File: config.mk
export PLATFORM = sky130hd
export DESIGN_NAME = dmem_responder_flat
export DESIGN_NICKNAME = d
export VERILOG_FILES = /design/src/rtl/dmem_responder_pkg.sv /design/src/rtl/dmem_responder_if.sv /design/src/rtl/dmem_responder.sv /design/src/flat_wrapper.sv
export SDC_FILE = /design/constraint.sdc
export NUM_CORES = 1
export LEC_CHECK = 0
export ABC_AREA = 0
export CAP_MARGIN = 20
export CORE_ASPECT_RATIO = 1.4
export CORE_UTILIZATION = 42
export CTS_BUF_LIST = sky130_fd_sc_hd__clkbuf_2 sky130_fd_sc_hd__clkbuf_4 sky130_fd_sc_hd__clkbuf_8
export DETAILED_ROUTE_END_ITERATION = 12
export PLACE_DENSITY = 0.91
export SYNTH_ARGS = -nofsm -noshare
export SYNTH_HDL_FRONTEND = slang
export SYNTH_SLANG_ARGS = --single-unit
File: constraint.sdc
create_clock -name clk -period 1.9 [get_ports clk]
set_clock_uncertainty 0.05 [all_clocks]
set_input_delay 0.38 -clock clk [delete_from_list [all_inputs] [get_ports clk]]
set_output_delay 0.38 -clock clk [all_outputs]
set_load 0.02 [all_outputs]
File: src/rtl/dmem_responder_pkg.sv
// dmem_responder_pkg: widths, FSM state and request latch types for the data-memory responder.
package dmem_responder_pkg;
  localparam int ADDR_WIDTH = 32;
  localparam int DATA_WIDTH = 32;
  localparam int STRB_WIDTH = DATA_WIDTH / 8;
  typedef enum logic [1:0] {IDLE = 2'd0, REQ = 2'd1, WAIT = 2'd2, DRAIN = 2'd3} dmem_state_t;
  typedef struct packed {
    logic                  we;
    logic [ADDR_WIDTH-1:0] addr;
    logic [STRB_WIDTH-1:0] wstrb;
    logic [DATA_WIDTH-1:0] wdata;
  } dmem_req_t;
endpackage

File: src/rtl/dmem_responder_if.sv
// dmem_responder_if: mem1 request, mem2 completion and SRAM-style bus signals of the responder.
interface dmem_responder_if;
  import dmem_responder_pkg::*;
  logic                  flush;
  logic                  req_valid;
  logic                  req_ready;
  logic                  req_we;
  logic [ADDR_WIDTH-1:0] req_addr;
  logic [STRB_WIDTH-1:0] req_wstrb;
  logic [DATA_WIDTH-1:0] req_wdata;
  logic                  data_ok;
  logic [DATA_WIDTH-1:0] cache_data_o;
  logic                  mem_req;
  logic                  mem_we;
  logic [ADDR_WIDTH-1:0] mem_addr;
  logic [STRB_WIDTH-1:0] mem_wstrb;
  logic [DATA_WIDTH-1:0] mem_wdata;
  logic                  mem_ack;
  logic                  mem_rvalid;
  logic [DATA_WIDTH-1:0] mem_rdata;
  modport slave (
    input  flush, req_valid, req_we, req_addr, req_wstrb, req_wdata, mem_ack, mem_rvalid, mem_rdata,
    output req_ready, data_ok, cache_data_o, mem_req, mem_we, mem_addr, mem_wstrb, mem_wdata
  );
  modport master (
    output flush, req_valid, req_we, req_addr, req_wstrb, req_wdata, mem_ack, mem_rvalid, mem_rdata,
    input  req_ready, data_ok, cache_data_o, mem_req, mem_we, mem_addr, mem_wstrb, mem_wdata
  );
endinterface

File: src/rtl/dmem_responder.sv
// dmem_responder: runs one mem1 load/store on the SRAM bus and returns a one-cycle data_ok to mem2.
module dmem_responder
  import dmem_responder_pkg::*;
(
  input logic          clk,
  input logic          rst,
  dmem_responder_if.slave bus
);
  dmem_state_t           state_q, state_d;
  dmem_req_t             req_q, req_d;
  logic                  cancel_q, cancel_d;
  logic                  data_ok_q, data_ok_d;
  logic [DATA_WIDTH-1:0] cache_q, cache_d;
  logic                  is_load;
  assign is_load = !req_q.we;
  always_comb begin
    state_d   = state_q;
    req_d     = req_q;
    cancel_d  = cancel_q;
    data_ok_d = 1'b0;
    cache_d   = '0;
    case (state_q)
      IDLE: if (bus.req_valid && !bus.flush) begin
        req_d    = '{we: bus.req_we, addr: bus.req_addr, wstrb: bus.req_wstrb, wdata: bus.req_wdata};
        cancel_d = 1'b0;
        state_d  = REQ;
      end
      REQ: begin
        cancel_d = cancel_q | (bus.flush & is_load);
        state_d  = bus.mem_ack ? WAIT : REQ;
      end
      WAIT: if (bus.mem_rvalid) begin
        // A load killed by an earlier or same-cycle flush completes on the bus silently.
        data_ok_d = !(cancel_q || (bus.flush && is_load));
        cache_d   = (data_ok_d && is_load) ? bus.mem_rdata : '0;
        cancel_d  = 1'b0;
        state_d   = IDLE;
      end else if (bus.flush && is_load) begin
        cancel_d = 1'b1;
        state_d  = DRAIN;
      end
      DRAIN: if (bus.mem_rvalid) begin
        cancel_d = 1'b0;
        state_d  = IDLE;
      end
    endcase
  end
  always_ff @(posedge clk or negedge rst) begin
    if (!rst) begin
      state_q   <= IDLE;
      req_q     <= '0;
      cancel_q  <= 1'b0;
      data_ok_q <= 1'b0;
      cache_q   <= '0;
    end else begin
      state_q   <= state_d;
      req_q     <= req_d;
      cancel_q  <= cancel_d;
      data_ok_q <= data_ok_d;
      cache_q   <= cache_d;
    end
  end
  assign bus.req_ready    = state_q == IDLE;
  assign bus.mem_req      = state_q == REQ;
  assign bus.mem_we       = req_q.we;
  assign bus.mem_addr     = req_q.addr & ~ADDR_WIDTH'(3);
  assign bus.mem_wstrb    = req_q.we ? req_q.wstrb : '0;
  assign bus.mem_wdata    = req_q.wdata;
  assign bus.data_ok      = data_ok_q;
  assign bus.cache_data_o = cache_q;
endmodule

File: src/flat_wrapper.sv
// flat-port wrapper written by rule: the top's interface ports become plain ports
module dmem_responder_flat import dmem_responder_pkg::*;
  (clk, rst, bus_flush, bus_req_valid, bus_req_we, bus_req_addr, bus_req_wstrb, bus_req_wdata, bus_mem_ack, bus_mem_rvalid, bus_mem_rdata, bus_req_ready, bus_data_ok, bus_cache_data_o, bus_mem_req, bus_mem_we, bus_mem_addr, bus_mem_wstrb, bus_mem_wdata);
  dmem_responder_if bus_i ();
  input logic clk;
  input logic rst;
  input wire logic [$bits(bus_i.flush)-1:0] bus_flush;
  input wire logic [$bits(bus_i.req_valid)-1:0] bus_req_valid;
  input wire logic [$bits(bus_i.req_we)-1:0] bus_req_we;
  input wire logic [$bits(bus_i.req_addr)-1:0] bus_req_addr;
  input wire logic [$bits(bus_i.req_wstrb)-1:0] bus_req_wstrb;
  input wire logic [$bits(bus_i.req_wdata)-1:0] bus_req_wdata;
  input wire logic [$bits(bus_i.mem_ack)-1:0] bus_mem_ack;
  input wire logic [$bits(bus_i.mem_rvalid)-1:0] bus_mem_rvalid;
  input wire logic [$bits(bus_i.mem_rdata)-1:0] bus_mem_rdata;
  output wire logic [$bits(bus_i.req_ready)-1:0] bus_req_ready;
  output wire logic [$bits(bus_i.data_ok)-1:0] bus_data_ok;
  output wire logic [$bits(bus_i.cache_data_o)-1:0] bus_cache_data_o;
  output wire logic [$bits(bus_i.mem_req)-1:0] bus_mem_req;
  output wire logic [$bits(bus_i.mem_we)-1:0] bus_mem_we;
  output wire logic [$bits(bus_i.mem_addr)-1:0] bus_mem_addr;
  output wire logic [$bits(bus_i.mem_wstrb)-1:0] bus_mem_wstrb;
  output wire logic [$bits(bus_i.mem_wdata)-1:0] bus_mem_wdata;
  assign bus_i.flush = bus_flush;
  assign bus_i.req_valid = bus_req_valid;
  assign bus_i.req_we = bus_req_we;
  assign bus_i.req_addr = bus_req_addr;
  assign bus_i.req_wstrb = bus_req_wstrb;
  assign bus_i.req_wdata = bus_req_wdata;
  assign bus_i.mem_ack = bus_mem_ack;
  assign bus_i.mem_rvalid = bus_mem_rvalid;
  assign bus_i.mem_rdata = bus_mem_rdata;
  assign bus_req_ready = bus_i.req_ready;
  assign bus_data_ok = bus_i.data_ok;
  assign bus_cache_data_o = bus_i.cache_data_o;
  assign bus_mem_req = bus_i.mem_req;
  assign bus_mem_we = bus_i.mem_we;
  assign bus_mem_addr = bus_i.mem_addr;
  assign bus_mem_wstrb = bus_i.mem_wstrb;
  assign bus_mem_wdata = bus_i.mem_wdata;
  dmem_responder u_core (.clk(clk), .rst(rst), .bus(bus_i));
endmodule
==> flow_summary.json <==
{
  "io_buffer_count": 206,
  "syn_area_per_cell_sq_um": 14.26,
  "slew_viol_final": 0,
  "drtIter0Drc": 61,
  "hold_viol": 0,
  "final_nets": 574,
  "required_ns": 1.47,
  "dpl.hpwl_mm": 7.507,
  "vias_per_cell": 4.523,
  "setup_violations": 0,
  "syn2layout_area_growth_pct": 44.66,
  "cp_slowest_cell": "clkdlybuf4s50_1",
  "synth.top_cell.area_share": 0.5831,
  "dp_worst_setup_slack_ns": -0.03019,
  "synthFlopType": "dfrtp_1",
  "critPathMaxStageDelay_ns": 0.63,
  "first_pass_iters": 4,
  "post-route-util": 0.6356,
  "cts_setup_buffers": 0,
  "diodes": 0,
  "syn_area_sq_mm": 0.004420,
  "track_usage": 0.1802,
  "fin_crit_ns": 1.771,
  "grt_pass1_vias": 2989,
  "sequentialPowerShare": 0.381,
  "synthArstFlopShare": 1.000,
  "outcome": "finished, final reports clean",
  "timing.rr.start": "u_core.state_q[0]",
  "critPathBufInv": 1,
  "p_comb_frac": 0.481,
  "cp-end-kind": "output pin",
  "cts_buffers": 9,
  "synth-edff-count": 0,
  "die_x_microns": 88.71,
  "critical-path-top-delay-family": "buffers and inverters",
  "drive_above_1_share": 0.2056,
  "synth_area_leaders": "dfrtp_1, buf_4, mux2_4",
  "synth_area_leader_cell": "dfrtp_1",
  "yosysSeqAreaShare": 0.5831,
  "vdd_ir_drop_max_uv": 763.2,
  "clkSlewWorstSetupHoldPaths_ns": 0.09,
  "n_fill_cell": 774,
  "core-area_sq_mm": 0.01006,
  "fp-row-count": 43,
  "place_congestion": 0.7502,
  "netSwitchingPower_uw": 2949,
  "grt_max_degree": 55,
  "drt_drc_violations_left": 0,
  "powerDensity_mw_per_mm2": 1386,
  "cts_tree": "done",
  "cp.arrival_ns": 1.34,
  "max_freq_mhz": 564.8,
  "worstSetupPathType": "reg2out",
  "path_cells": "clkdlybuf4s50_1",
  "antenna_found_initial": 0,
  "numClockSinks": 103,
  "setup.worst_path.start": "u_core.bus.mem_wdata[5]",
  "grt_setup_unrepaired": "no",
  "synth_most_common_cell": "dfrtp_1",
  "ys_types": 24,
  "p_leak_uw": 0.002903,
  "pin_count": 211,
  "clk_latency_ns": 0.34,
  "cts_root_buf": "clkbuf_8",
  "die-area_sq_mm": 0.01094,
  "worstSetupStartpointType": "flop",
  "maxCapViolations": 0,
  "r2r_setup_slack_ns": 0.15,
  "p_total_uw": 8866,
  "wl_per_cell_microns": 16.01,
  "p_int_uw": 5918,
  "clockBufferDepth": 2,
  "hp-class": "in2async",
  "route.vias.total": 2723,
  "synth_common_cells": "dfrtp_1, buf_4, mux2_2",
  "drt.antenna.violating_nets": 0,
  "htree_levels": 3,
  "ys_ff_latch": 103,
  "clkPwrFrac": 0.138,
  "cp_max_fo": 2,
  "grt_first_pass_wirelength_mm": 14.57,
  "gr-total-overflow": 0,
  "period_share": 0.9319,
  "p_sw_frac": 0.3326,
  "postSynthCellCount": 310,
  "start_util": 0.4394,
  "die_h_microns": 123.4,
  "hold_slack_ns": 0.4581,
  "drt-total-wl_mm": 9.640,
  "ys.warnings.count": 0,
  "setup_slack_ns": 0.1294
}
[cells by family (layout without fill, tap and decap cells)]
family          after synthesis  count (layout)  share of synthesized area
other cells                   1               2                  0.0008483
compound gates                9               9                    0.01359
simple gates                 47              47                    0.06538
flops                       103             103                     0.5831
buf+inv                      78             234                     0.1274
fa+ha+maj                     4               4                    0.01132
mux                          68              68                     0.1984
[metal layers]
metal	up-vias	share of wire	GRT usage
met2	126	0.56	0.3356
met4	0	0.016	0.06552
met3	12	0.099	0.07143
met5	-	0	0
li1	1249	-	-
met1	1336	0.33	0.1753
[timing repair]
action                                  4_1_cts  5_1_grt
gates resized for setup                       9        3
hold endpoints to repair                     32        0
hold buffers                                  1        0
endpoints found under the setup margin        7        3
[layout make-up]
cell class              instances  area (sq um)  area share
clock buffers                  14         167.7     0.02622
well taps                     135         168.9     0.02641
inverters                       4         15.01    0.002348
flip-flops and latches        103          2579      0.4032
repair buffers                215          2167      0.3389
multi-input cells             130          1292      0.2021
clock inverters                 1         5.005   0.0007826
[through the flow]
stage | std cells | TNS (ns) | instance area [sq um]
final | 602 | 0 | 6395
after global routing | 602 | 0 | 6395
after global placement | 586 | -0.03938 | 6223
after CTS | 602 | 0 | 6402
after floorplan | 311 | 0 | 4424
after detailed placement | 586 | -0.2595 | 6223
[state kept, by name, summed over array words and instances, names as in the netlist]
name,cells
u_core.bus.mem_we,1
u_core.bus.cache_data_o,32
u_core.state_q,2
u_core.bus.mem_wdata,32
u_core.bus.mem_addr,30
u_core.req_q,4
u_core.bus.data_ok,1
u_core.cancel_q,1
[cell usage in the layout, fill, tap and decap left out, drive strengths merged]
master         synthesis  layout
nand2b                 2       2
mux2i                  1       1
clkbuf                 3      16
nand2                  2       2
nand3b                 1       1
buf                   71       9
o21ai                  2       2
dlygate4sd2            0       4
a21boi                 2       2
dfrtp                103     103
inv                    4       4
and2                  36      36
nor2b                  2       2
mux2                  67      67
dlymetal6s2s           0       1
conb                   1       2
a21oi                  3       3
clkinv                 0       1
dlygate4sd3            0       1
o21a                   1       1
o2bb2ai                1       1
nor4                   1       1
nor2                   3       3
clkdlybuf4s50          0     198
ha                     4       4
[worst paths after layout]
path | to | cells past startpoint
max | bus_mem_wdata[5] | 1
min | u_core.bus.mem_addr[21] | 2
max reg2reg | u_core.bus.mem_wdata[29] | 5
min reg2reg | u_core.req_q[35] | 1
max in group asynchronous | u_core.bus.cache_data_o[23] | 3
min in group clk | u_core.req_q[35] | 1
[power groups by stage]
stage / combinational, uW / clock (uW) / sequential (uW)
finish: 4260 / 1220 / 3380
global route: 4510 / 1360 / 3480
CTS: 4340 / 1280 / 3400
detailed placement: 4360 / 0 / 3440
global placement: 4250 / 0 / 3360
floorplan: 3230 / 0 / 3340
(Power assumes the default switching activity.)
